### config.mk
export PLATFORM = sky130hd
export DESIGN_NAME = decode_stage_riscv
export DESIGN_NICKNAME = d
export VERILOG_FILES = /design/src/rtl/decode_stage_riscv.sv
export SDC_FILE = /design/constraint.sdc
export NUM_CORES = 1
export LEC_CHECK = 0
export BUFFER_PORTS_ARGS = -buffer_cell sky130_fd_sc_hd__buf_4
export CORE_ASPECT_RATIO = 1.5
export CORE_MARGIN = 4
export CORE_UTILIZATION = 58
export CTS_CLUSTER_DIAMETER = 80
export DETAILED_ROUTE_END_ITERATION = 10
export PLACE_DENSITY_LB_ADDON = 0.3
export SLEW_MARGIN = 30
export SYNTH_ARGS = -nofsm -noshare
export SYNTH_HDL_FRONTEND = slang
export SYNTH_SLANG_ARGS = --single-unit
### constraint.sdc
create_clock -name clk_i -period 8.05 [get_ports clk_i]
set_clock_uncertainty 0.15 [all_clocks]
set_input_delay 0.805 -clock clk_i [delete_from_list [all_inputs] [get_ports clk_i]]
set_output_delay 0.805 -clock clk_i [all_outputs]
set_load 0.03 [all_outputs]
### src/rtl/decode_stage_riscv.sv
// decode_stage_riscv: RV32I + Zicsr + mret decoder feeding a DEPTH-entry FIFO
// of decoded bundles. Decode happens on instr_i at push time; all outputs come
// from the stored head entry. Define RV32M_EN to also decode the RV32M group.

package decode_stage_riscv_pkg;

    typedef enum logic [6:0] {
        OPC_LOAD     = 7'b0000011,
        OPC_MISC_MEM = 7'b0001111,
        OPC_OP_IMM   = 7'b0010011,
        OPC_AUIPC    = 7'b0010111,
        OPC_STORE    = 7'b0100011,
        OPC_OP       = 7'b0110011,
        OPC_LUI      = 7'b0110111,
        OPC_BRANCH   = 7'b1100011,
        OPC_JALR     = 7'b1100111,
        OPC_JAL      = 7'b1101111,
        OPC_SYSTEM   = 7'b1110011
    } opcode_e;

    typedef enum logic [1:0] {A_RS1 = 2'd0, A_PC = 2'd1, A_ZERO = 2'd2, A_ZIMM = 2'd3} a_sel_e;

    typedef enum logic [2:0] {
        B_RS2 = 3'd0, B_IMM_I = 3'd1, B_IMM_S = 3'd2, B_IMM_U = 3'd3, B_IMM_J = 3'd4
    } b_sel_e;

    typedef enum logic [4:0] {
        ALU_ADD = 5'd0,  ALU_SUB = 5'd1,  ALU_SLL = 5'd2,  ALU_SLT = 5'd3,
        ALU_SLTU = 5'd4, ALU_XOR = 5'd5,  ALU_SRL = 5'd6,  ALU_SRA = 5'd7,
        ALU_OR = 5'd8,   ALU_AND = 5'd9,  ALU_EQ = 5'd10,  ALU_NE = 5'd11,
        ALU_LT = 5'd12,  ALU_GE = 5'd13,  ALU_LTU = 5'd14, ALU_GEU = 5'd15
    } alu_op_e;

    typedef enum logic [2:0] {CSR_RW = 3'd0, CSR_RS = 3'd1, CSR_RC = 3'd2} csr_op_e;

    // Load/store size encoding equals the instruction funct3
    typedef enum logic [2:0] {
        LDST_B = 3'd0, LDST_H = 3'd1, LDST_W = 3'd2, LDST_BU = 3'd4, LDST_HU = 3'd5
    } mem_size_e;

    typedef enum logic [1:0] {
        WB_EX_RESULT = 2'd0, WB_LSU_DATA = 2'd1, WB_CSR_DATA = 2'd2, WB_PC_NEXT = 2'd3
    } wb_sel_e;

    typedef struct packed {
        a_sel_e      a_sel;
        b_sel_e      b_sel;
        alu_op_e     alu_op;
        csr_op_e     csr_op;
        mem_size_e   mem_size;
        wb_sel_e     wb_sel;
        logic        csr_we;
        logic        mem_req;
        logic        mem_we;
        logic        gpr_we;
        logic        illegal;
        logic        branch;
        logic        jal;
        logic        jalr;
        logic        mret;
`ifdef RV32M_EN
        logic        mdu_req;
        logic [2:0]  mdu_op;
`endif
        logic [31:0] instr;
        logic [31:0] pc;
    } dec_t;

endpackage

module decode_stage_riscv
    import decode_stage_riscv_pkg::*;
#(
    parameter int unsigned DEPTH = 2
) (
    input  logic        clk_i,
    input  logic        rst_i,
    input  logic [31:0] instr_i,
    input  logic [31:0] pc_i,
    input  logic        in_valid_i,
    output logic        in_ready_o,
    input  logic        flush_i,
    output logic        out_valid_o,
    input  logic        out_ready_i,
    output logic [31:0] instr_o,
    output logic [31:0] pc_o,
    output logic [1:0]  a_sel_o,
    output logic [2:0]  b_sel_o,
    output logic [4:0]  alu_op_o,
    output logic [2:0]  csr_op_o,
    output logic [2:0]  mem_size_o,
    output logic [1:0]  wb_sel_o,
    output logic        csr_we_o,
    output logic        mem_req_o,
    output logic        mem_we_o,
    output logic        gpr_we_o,
    output logic        illegal_instr_o,
    output logic        branch_o,
    output logic        jal_o,
    output logic        jalr_o,
    output logic        mret_o,
    output logic        mdu_req_o,
    output logic [2:0]  mdu_op_o
);

    localparam int unsigned PTR_W = $clog2(DEPTH);
    localparam int unsigned CNT_W = $clog2(DEPTH + 1);

    logic [PTR_W-1:0] r_wr_ptr;
    logic [PTR_W-1:0] r_rd_ptr;
    logic [CNT_W-1:0] r_count;
    dec_t             r_mem [DEPTH];

    logic [6:0] w_opcode;
    logic [2:0] w_f3;
    logic [6:0] w_f7;
    logic       w_legal;
    dec_t       w_dec;
    dec_t       w_head;
    logic       w_push;
    logic       w_pop;

    function automatic dec_t dec_default(input logic [31:0] instr, input logic [31:0] pc);
        dec_t d;
        d          = '0;
        d.a_sel    = A_RS1;
        d.b_sel    = B_IMM_I;
        d.alu_op   = ALU_ADD;
        d.csr_op   = CSR_RW;
        d.mem_size = LDST_B;
        d.wb_sel   = WB_EX_RESULT;
        d.instr    = instr;
        d.pc       = pc;
        return d;
    endfunction

    function automatic alu_op_e alu_arith(input logic [2:0] f3, input logic alt);
        case (f3)
            3'd0:    return alt ? ALU_SUB : ALU_ADD;
            3'd1:    return ALU_SLL;
            3'd2:    return ALU_SLT;
            3'd3:    return ALU_SLTU;
            3'd4:    return ALU_XOR;
            3'd5:    return alt ? ALU_SRA : ALU_SRL;
            3'd6:    return ALU_OR;
            default: return ALU_AND;
        endcase
    endfunction

    assign w_opcode = instr_i[6:0];
    assign w_f3     = instr_i[14:12];
    assign w_f7     = instr_i[31:25];

    // Combinational decode of the incoming word into a full bundle
    always_comb begin
        w_legal = 1'b1;
        w_dec   = dec_default(instr_i, pc_i);
        case (w_opcode)
            OPC_LUI: begin
                w_dec.a_sel  = A_ZERO;
                w_dec.b_sel  = B_IMM_U;
                w_dec.gpr_we = 1'b1;
            end
            OPC_AUIPC: begin
                w_dec.a_sel  = A_PC;
                w_dec.b_sel  = B_IMM_U;
                w_dec.gpr_we = 1'b1;
            end
            OPC_JAL: begin
                w_dec.a_sel  = A_PC;
                w_dec.b_sel  = B_IMM_J;
                w_dec.wb_sel = WB_PC_NEXT;
                w_dec.jal    = 1'b1;
                w_dec.gpr_we = 1'b1;
            end
            OPC_JALR: begin
                w_legal      = (w_f3 == 3'd0);
                w_dec.wb_sel = WB_PC_NEXT;
                w_dec.jalr   = 1'b1;
                w_dec.gpr_we = 1'b1;
            end
            OPC_BRANCH: begin
                w_legal      = !(w_f3 inside {3'd2, 3'd3});
                w_dec.b_sel  = B_RS2;
                w_dec.branch = 1'b1;
                case (w_f3)
                    3'd0:    w_dec.alu_op = ALU_EQ;
                    3'd1:    w_dec.alu_op = ALU_NE;
                    3'd4:    w_dec.alu_op = ALU_LT;
                    3'd5:    w_dec.alu_op = ALU_GE;
                    3'd6:    w_dec.alu_op = ALU_LTU;
                    default: w_dec.alu_op = ALU_GEU;
                endcase
            end
            OPC_LOAD: begin
                w_legal        = w_f3 inside {3'd0, 3'd1, 3'd2, 3'd4, 3'd5};
                w_dec.mem_req  = 1'b1;
                w_dec.gpr_we   = 1'b1;
                w_dec.mem_size = mem_size_e'(w_f3);
                w_dec.wb_sel   = WB_LSU_DATA;
            end
            OPC_STORE: begin
                w_legal        = w_f3 inside {3'd0, 3'd1, 3'd2};
                w_dec.b_sel    = B_IMM_S;
                w_dec.mem_req  = 1'b1;
                w_dec.mem_we   = 1'b1;
                w_dec.mem_size = mem_size_e'(w_f3);
            end
            OPC_OP_IMM: begin
                w_dec.gpr_we = 1'b1;
                w_dec.alu_op = alu_arith(w_f3, (w_f3 == 3'd5) && (w_f7 == 7'h20));
                if (w_f3 == 3'd1) begin
                    w_legal = (w_f7 == 7'h00);
                end else if (w_f3 == 3'd5) begin
                    w_legal = (w_f7 == 7'h00) || (w_f7 == 7'h20);
                end
            end
            OPC_OP: begin
                w_dec.b_sel  = B_RS2;
                w_dec.gpr_we = 1'b1;
                if (w_f7 == 7'h00) begin
                    w_dec.alu_op = alu_arith(w_f3, 1'b0);
                end else if ((w_f7 == 7'h20) && ((w_f3 == 3'd0) || (w_f3 == 3'd5))) begin
                    w_dec.alu_op = alu_arith(w_f3, 1'b1);
                end else if (w_f7 == 7'h01) begin
`ifdef RV32M_EN
                    w_dec.mdu_req = 1'b1;
                    w_dec.mdu_op  = w_f3;
`else
                    w_legal = 1'b0;
`endif
                end else begin
                    w_legal = 1'b0;
                end
            end
            OPC_MISC_MEM: begin
                w_legal = (w_f3 == 3'd0);
            end
            OPC_SYSTEM: begin
                if (w_f3 == 3'd0) begin
                    w_legal    = (w_f7 == 7'h18);
                    w_dec.mret = 1'b1;
                end else if (w_f3 == 3'd4) begin
                    w_legal = 1'b0;
                end else begin
                    w_dec.csr_we = 1'b1;
                    w_dec.gpr_we = 1'b1;
                    w_dec.wb_sel = WB_CSR_DATA;
                    w_dec.a_sel  = w_f3[2] ? A_ZIMM : A_RS1;
                    case (w_f3[1:0])
                        2'b01:   w_dec.csr_op = CSR_RW;
                        2'b10:   w_dec.csr_op = CSR_RS;
                        default: w_dec.csr_op = CSR_RC;
                    endcase
                end
            end
            default: w_legal = 1'b0;
        endcase
        // Illegal words discard everything decoded above and keep only the flag
        if (!w_legal) begin
            w_dec         = dec_default(instr_i, pc_i);
            w_dec.illegal = 1'b1;
        end
    end

    assign in_ready_o  = (r_count != CNT_W'(DEPTH));
    assign out_valid_o = (r_count != '0);
    assign w_push      = in_valid_i & in_ready_o & ~flush_i;
    assign w_pop       = out_valid_o & out_ready_i & ~flush_i;

    // Pointer and occupancy tracking; reset and flush both empty the buffer
    always_ff @(posedge clk_i) begin
        if (rst_i || flush_i) begin
            r_wr_ptr <= '0;
            r_rd_ptr <= '0;
            r_count  <= '0;
        end else begin
            if (w_push) r_wr_ptr <= r_wr_ptr + 1'b1;
            if (w_pop)  r_rd_ptr <= r_rd_ptr + 1'b1;
            if (w_push && !w_pop) begin
                r_count <= r_count + 1'b1;
            end else if (!w_push && w_pop) begin
                r_count <= r_count - 1'b1;
            end
        end
    end

    // Payload storage; contents are only meaningful while counted as valid
    always_ff @(posedge clk_i) begin
        if (w_push) r_mem[r_wr_ptr] <= w_dec;
    end

    assign w_head          = r_mem[r_rd_ptr];
    assign instr_o         = w_head.instr;
    assign pc_o            = w_head.pc;
    assign a_sel_o         = w_head.a_sel;
    assign b_sel_o         = w_head.b_sel;
    assign alu_op_o        = w_head.alu_op;
    assign csr_op_o        = w_head.csr_op;
    assign mem_size_o      = w_head.mem_size;
    assign wb_sel_o        = w_head.wb_sel;
    assign csr_we_o        = out_valid_o & w_head.csr_we;
    assign mem_req_o       = out_valid_o & w_head.mem_req;
    assign mem_we_o        = out_valid_o & w_head.mem_we;
    assign gpr_we_o        = out_valid_o & w_head.gpr_we;
    assign illegal_instr_o = out_valid_o & w_head.illegal;
    assign branch_o        = out_valid_o & w_head.branch;
    assign jal_o           = out_valid_o & w_head.jal;
    assign jalr_o          = out_valid_o & w_head.jalr;
    assign mret_o          = out_valid_o & w_head.mret;
`ifdef RV32M_EN
    assign mdu_req_o       = out_valid_o & w_head.mdu_req;
    assign mdu_op_o        = w_head.mdu_op;
`else
    assign mdu_req_o       = 1'b0;
    assign mdu_op_o        = '0;
`endif

endmodule

---- Word-level counts from Yosys, hierarchy flattened ----
Memories as Yosys holds them, arrays and structs flattened. A register that Yosys moved wholly into a read port is not among the register bits.
Cells that the tools add are included.
operators by class
  add/subtract/negate cells ............... 4
  equal/unequal tests ..................... 22
  multiplexer cells ....................... 46
  bitwise gates (word level) .............. 14
  reductions and logical operators ........ 25
operator list
  operator                                        count
  two-way mux 91 bit                              1
  one-hot mux 4 bit (7 select lines)              3
  == test 7 x 6 -> 1 bit (second input constant)  4
  == test 7 bit (second input constant)           4
  == test 7 x 5 -> 1 bit (second input constant)  3
  two-way mux 1 bit                               21
  two-way mux 3 bit                               6
  one-hot mux 3 bit (5 select lines)              1
  one-hot mux 5 bit (3 select lines)              1
  bitwise AND 1 bit                               13
  one-hot mux 2 bit (3 select lines)              2
  one-hot mux 3 bit (4 select lines)              1
  OR reduction 2 bit                              6
  two-way mux 2 bit                               5
  == test 3 bit (second input constant)           3
  one-hot mux 1 bit (8 select lines)              1
  == test 7 x 2 -> 1 bit (second input constant)  1
  == test 7 x 4 -> 1 bit (second input constant)  1
  zero test 7 bit                                 1
  OR reduction 7 bit                              1
  == test 3 x 2 -> 1 bit (second input constant)  2
  nonzero test 2 bit                              3
  two-way mux 5 bit                               1
  nonzero test 5 bit                              1
  other kinds (17)                                25
storage, ports and cells
  register bits after elaboration ......... 4
  RAM bits ................................ 182
  output and inout port bits .............. 97
  memories ................................ 1
memory list
  name   depth  bits a word  rd ports  clocked after Yosys merged registers in  wr ports  RTL line  RTL
  r_mem  2      91           1         1                                        1         112       dec_t r_mem [DEPTH];

---- Logic depth before layout (Yosys ltp) ----
Gate-level depths: netlist (run 1).
  depth after elaboration ................. 7
  depth in mapped cells ................... 9

---- Least setup slack after synthesis (run 1) ----
Ideal clock, no wire load.
  path kind ............................... in2reg
  start ................................... input port flush_i
  end ..................................... memory r_mem[0][0] (netlist name), enable pin
  data arrival time ....................... 4972 ps
  required time ........................... 7354 ps
  path slack .............................. 2382 ps
  stages .................................. 2
  path through ............................ and3b_1 > nor2b_1
on the way
  word-level cells in the longest chain between the ends .. 4
RTL lines
  what                                     RTL line  RTL
  start, declared                          82        input logic flush_i,
  inverter 1 bit                           268       assign w_push = in_valid_i & in_ready_o & ~flush_i;
  bitwise AND 1 bit                        268
  two-way mux 1 bit                        290       if (w_push) r_mem[r_wr_ptr] <= w_dec;
  two-way mux 1 bit (implied by the code)  290
  end, declared                            112
No other way between the ends.

==> flow_summary.yaml, run 1 <==
worst_setup_path:
  reg2regPathDepth: 4
  crit_end: "wb_sel_o[0]"
  slowest_stage: "dfxtp_4"
  cp_common_cell: "buf_12"
  slowest_delay_ns: 0.46
  required_ns: 7.09
  reg2reg_to: "r_mem[0][89]"
  cp_cell_sequence: "buf_12 -> buf_12 -> mux2_2 -> buf_4"
  startpoint_type: "register"
  cp_data_arrival_time_ns: 2.02
  crit_path_max_fanout: 42
  ff2ff_setup_slack_ns: 5.34
  cp-end-kind: "output pin"
  crit_type: "register to output pin"
  reg2reg_from: "r_count[0]"
global_route:
  grt.overflow.total: 0
  grt_max_degree: 72
  antenna_found_initial: 0
  grt_first_pass_wirelength_mm: 22.4
  grt_pass1_vias: 4366
  track_usage_pct: 20.1
layout:
  final_nets: 662
  syn_to_final_growth_pct: 26.6
  layout-drive-gt1-share_pct: 46.9
  multi_input_area_um2: 1810
  fin_util_pct: 74.4
  seq_area_um2: 5390
  fillCellCount: 793
  antenna_cells: 0
yosys:
  yosysTopAreaCell: "edfxtp_1"
  synth_top_area_share_pct: 72.2
  synth-xor-area-share_pct: 0.838
  synth_cells: 430
  synth_top_family_by_area: "multiplexers"
  synth_commonest_cells: "edfxtp_1 (176), mux2_2 (80), nor2_1 (22)"
  yosysMostFrequentCell: "edfxtp_1"
  synth-simple-area-share_pct: 6.74
  synth-edff-count: 176
  synth_mux_area_share_pct: 13.4
  ys_warn_count: 0
  synth-async-reset-ratio_pct: 0
  synth.distinct_cells: 54
  ys_seq_area_share_pct: 73.6
  synthTopCellsByArea: "edfxtp_1 (72%), mux2_2 (12%), dfxtp_1 (1.4%)"
  synth_compound_area_share_pct: 3.10
  ys_ff_latch: 181
  synthesis.area_um2: 7320
  synth_ff_type: "edfxtp_1"
  synth_area_per_cell_um2: 17.0
  synth_fa_ha_area_share_pct: 0.171
cts:
  tritoncts: "done"
  root_buffer: "clkbuf_16"
  cts_buffers: 17
  cts_num_sinks: 181
  h-tree-depth: 4
  clk_path_buf_depth: 2
  ctsResizeCount: 0
  clk_pin_slew_ns: 0.06
  postCtsHoldBufs: 0
  cts_setup_buffers: 0
  clock_latency_ns: 0.41
sta:
  setup_tns_ns: 0
  slew_viol_final: 0
  fin_crit_sh_pct: 36.9
  worstMarginPinSlew_ns: 0.929
  rsz0062_at_grt: "no"
  slew_headroom_pct: 38.1
  fin_crit_ns: 2.97
  final-setup-viol-count: 0
  clock.fmax_mhz: 337
  finalHoldViolations: 0
hold_path:
  min_path_cells: 2
  hp-class: "register to register"
detailed_routing:
  first_pass_iters: 5
  num_vias: 4200
  wl_per_cell_um: 19.0
  drt-total-wl_mm: 14.5
  drt-initial-drc-count: 199
  wl_met1_mm: 5.48
  wl_met2_mm: 7.88
  drc: 0
  viasPerCell: 5.52
  final_antenna_net_count: 0
  routed.top_layer: "met4"
  dr_wl_met3_um: 657
floorplan:
  start_util_pct: 58.8
  chipHeight_um: 146
  die-area_um2: 14500
  die_x_um: 99.7
  rows: 50
  ios: 166
  core_region_area_um2: 12400
outcome:
  status: "finished, final reports clean"
job:
  maxCapViolations: 0
power:
  peakVddDrop_mv: 0.209
  p_leak_nw: 3.31
  power_density_nw_per_um2: 222
place:
  gp_congestion: 0.896
  port_buffers: 159
  dp_hpwl_mm: 9.83
critical path, delay by kind of cell (launching register included):
family	cells	cell delay, ns
flip-flops	1	0.46
multiplexers	1	0.40
buffers and inverters	3	0.73
worst min-delay path by stage:
stage | start | to | slack, ns
after floorplan | r_rd_ptr | register | 0.37
after global placement | r_rd_ptr | r_rd_ptr | 0.39
after detailed placement | r_rd_ptr | register | 0.40
after CTS | pc_i[14] | r_mem[0][14] | 0.40
after global routing | pc_i[23] | r_mem[1][23] | 0.39
final | r_count[1] | r_count[1] | 0.41
layout make-up:
cell class | count | share of cell area [%]
Clock inverter | 14 | 1.53
Multi-Input combinational cell | 222 | 19.5
Clock buffer | 18 | 4.63
Timing Repair Buffer | 164 | 13.8
Sequential cell | 181 | 58.2
Tap cell | 156 | 2.11
Inverter | 6 | 0.243
placed cells by master, fill, tap and decap left out, drive strengths merged, types with 5 or more instances in the layout:
master    instances
a21oi             5
and2              7
buf             164
clkbuf           18
clkinvlp          5
conb              6
dfxtp             5
edfxtp          176
inv              13
mux2             80
mux2i             8
nand2            11
nand3             5
nor2             22
nor2b             5
nor3             12
o21ai            10
xor2              5
metrics by stage:
stage	cell area [um2]	worst slack, ns	hold slack (ns)	total power, mW	cells
2_1_floorplan	7340	2.38	0.370	1.20	435
3_3_place_gp	8610	4.92	0.385	1.28	725
3_5_place_dp	8690	4.85	0.400	1.28	729
4_1_cts	9270	5.03	0.396	2.07	761
5_1_grt	9270	4.99	0.391	2.13	761
6_report	9270	5.08	0.406	2.05	761
report_power, final:
group	total (mW)	internal (mW)	switching [mW]	leakage, nW
Sequential	1.07	1.06	0.00643	1.64
Clock	0.791	0.436	0.355	0.266
Combinational	0.196	0.0787	0.117	1.40
layer usage:
layer	global-route usage (%)	vias up
met5	0	-
met4	9.64	0
met3	4.75	30
met2	35.1	133
met1	22.9	2067
li1	-	1970
state kept, by name, indices dropped and copies added, names as in the netlist, named ones only:
name,count
r_rd_ptr,1
r_count,2
r_mem,176
r_wr_ptr,1
cell families (layout without fill, tap and decap cells):
logic type	count (synthesis)	after routing
mux	88	88
other cells	1	6
xor+xnor	7	7
simple gates	86	86
compound gates	34	34
buf+inv	32	202
flops	181	181
fa+ha+maj	1	1
Note: power is estimated with default switching activity, not from simulation.
==> run 2: changes to the inputs <==
Settings changed: CORE_UTILIZATION 58 to 54.
Clock period 8.05 ns to 3 ns, I/O delays scaled along.
==> flow_summary.yaml, run 2 (synthesis gave the netlist of run 1 again) <==
power:
  p_leak_nw: 3.58
  p_int_mw: 4.20
  swShare_pct: 23.6
  p_sw_mw: 1.30
  share_comb_of_total_power_pct: 10.9
  clkPwrFrac_pct: 37.0
  peakVddDrop_mv: 0.390
  power_density_nw_per_um2: 556
  seqPwrFrac_pct: 52.1
floorplan:
  die-area_um2: 15500
  core_region_area_um2: 13100
  rows: 51
  start_util_pct: 55.7
  die_x_um: 103
  ios: 166
  chipHeight_um: 151
global_route:
  grt_first_pass_wirelength_mm: 24.0
  antenna_found_initial: 0
  grt_max_degree: 56
  grt_pass1_vias: 4683
  grt.overflow.total: 0
  track_usage_pct: 20.6
cts:
  cts_buffers: 17
  root_buffer: "clkbuf_16"
  cts_num_sinks: 181
  h-tree-depth: 4
  tritoncts: "done"
  clock_latency_ns: 0.40
  clk_pin_slew_ns: 0.07
  clk_path_buf_depth: 2
  cts_setup_buffers: 0
sta:
  final-setup-viol-count: 0
  finalHoldViolations: 0
  fin_crit_sh_pct: 90.3
  fin_crit_ns: 2.71
  clock.fmax_mhz: 369
  slew_viol_final: 0
  setup_tns_ns: 0
  rsz0062_at_grt: "no"
place:
  port_buffers: 159
  gp_congestion: 0.880
  dp_hpwl_mm: 10.3
  placed_cell_area_um2: 8720
  place_inst: 737
worst_setup_path:
  cp_data_arrival_time_ns: 2.71
  cp_cell_sequence: "dlygate4sd3_1 -> buf_4 -> or4_4 -> nor3_1 -> nand4b_1 -> and4_1 -> a311o_1"
  crit_type: "input pin to register"
  cp-end-kind: "register"
  slowest_stage: "or4_4"
  slowest_delay_ns: 0.57
  required_ns: 3.00
  crit_path_max_fanout: 11
  startpoint_type: "input pin"
layout:
  fin_area_um2: 9880
  reg.largest.list: "r_mem: 176 flops, r_count: 2 flops"
  final_cell_mix: "edfxtp_1 (176), buf_4 (166), mux2_2 (80), dlygate4sd3_1 (61), nor2_1 (22)"
  top_register: "r_mem"
  syn_to_final_growth_pct: 35.0
  final_common_cell: "edfxtp_1"
  layout-drive-gt1-share_pct: 42.8
  final_nets: 728
  layoutNonFillerInstCount: 830
  antenna_cells: 0
  largest_reg_flops: 176
detailed_routing:
  wl_per_cell_um: 18.8
  num_vias: 4434
  first_pass_iters: 4
  drc: 0
  final_antenna_net_count: 0
  viasPerCell: 5.34
  drt-total-wl_mm: 15.6
  drt-initial-drc-count: 156
hold_path:
  hp-class: "input pin to register"
job:
  maxCapViolations: 0
outcome:
  status: "finished, final reports clean"
## run 2: changes by cell type in the layout (fill, tap and decap cells not counted)
cell / change
buf_12: -1
buf_4: +6
bufinv_16: -1
clkbuf_1: +1
clkinv_1: +1
clkinv_2: -1
clkinv_4: +2
clkinvlp_4: -3
dlygate4sd3_1: +61
inv_6: +2
inv_8: -1
## run 2: worst paths after layout
| check | from | cells after the start | end | slack [ns] |
|---|---|---|---|---|
| max | instr_i[26] | 7 | r_mem[1][86] | 0.29 |
| min | instr_i[12] | 1 | r_mem[1][44] | 0.02 |
| max reg2reg | r_count[0] | 4 | r_mem[1][83] | 0.88 |
| min reg2reg | r_rd_ptr | 2 | r_rd_ptr | 0.43 |
## run 2: cell type report
| type | instances | area [um2] |
|---|---|---|
| Fill cell | 789 | 3270 |
| Clock buffer | 19 | 433 |
| Tap cell | 159 | 199 |
| Timing Repair Buffer | 230 | 1920 |
| Sequential cell | 181 | 5390 |
| Multi-Input combinational cell | 222 | 1810 |
| Inverter | 6 | 22.5 |
| Clock inverter | 13 | 111 |
## run 2: per-layer routing
metal | global-route usage, % | vias to the layer above | part of all wire, %
met4 | 6.48 | 0 | 1.5
li1 | - | 2097 | -
met1 | 23.4 | 2211 | 37
met5 | 0 | - | 0
met2 | 38.7 | 112 | 58
met3 | 3.25 | 14 | 4.1
## run 2: power by group through the flow
stage | combinational, mW | sequential [mW] | clock (mW)
2_1_floorplan | 0.309 | 2.91 | 0
3_3_place_gp | 0.522 | 2.91 | 0
3_5_place_dp | 0.530 | 2.92 | 0
4_1_cts | 0.599 | 2.86 | 2.08
5_1_grt | 0.636 | 2.87 | 2.18
6_report | 0.597 | 2.86 | 2.03
## run 2: worst max-delay path: cells and delay by family
kind	cells	cell delay, ns
buffers and inverters	2	0.68
and+or+nand+nor	4	1.35
AOI/OAI and AO/OA	1	0.38
## run 2: what timing repair did
action / in CTS / in global routing
endpoints found under the hold margin: 120 / 0
resized for setup: 0 / 0
setup endpoints to repair: 0 / 0
hold buffers: 61 / 0
## run 2: per-stage QoR
stage	total power [mW]	util, %	hold slack (ns)	worst slack [ns]
floorplan	3.22	-	0.227	0.0896
global placement	3.43	66.4	0.336	0.487
detailed placement	3.45	66.4	0.338	0.447
CTS	5.54	75.1	0.0106	0.315
global route	5.68	75.1	0.00914	0.214
finish	5.49	75.1	0.0208	0.290
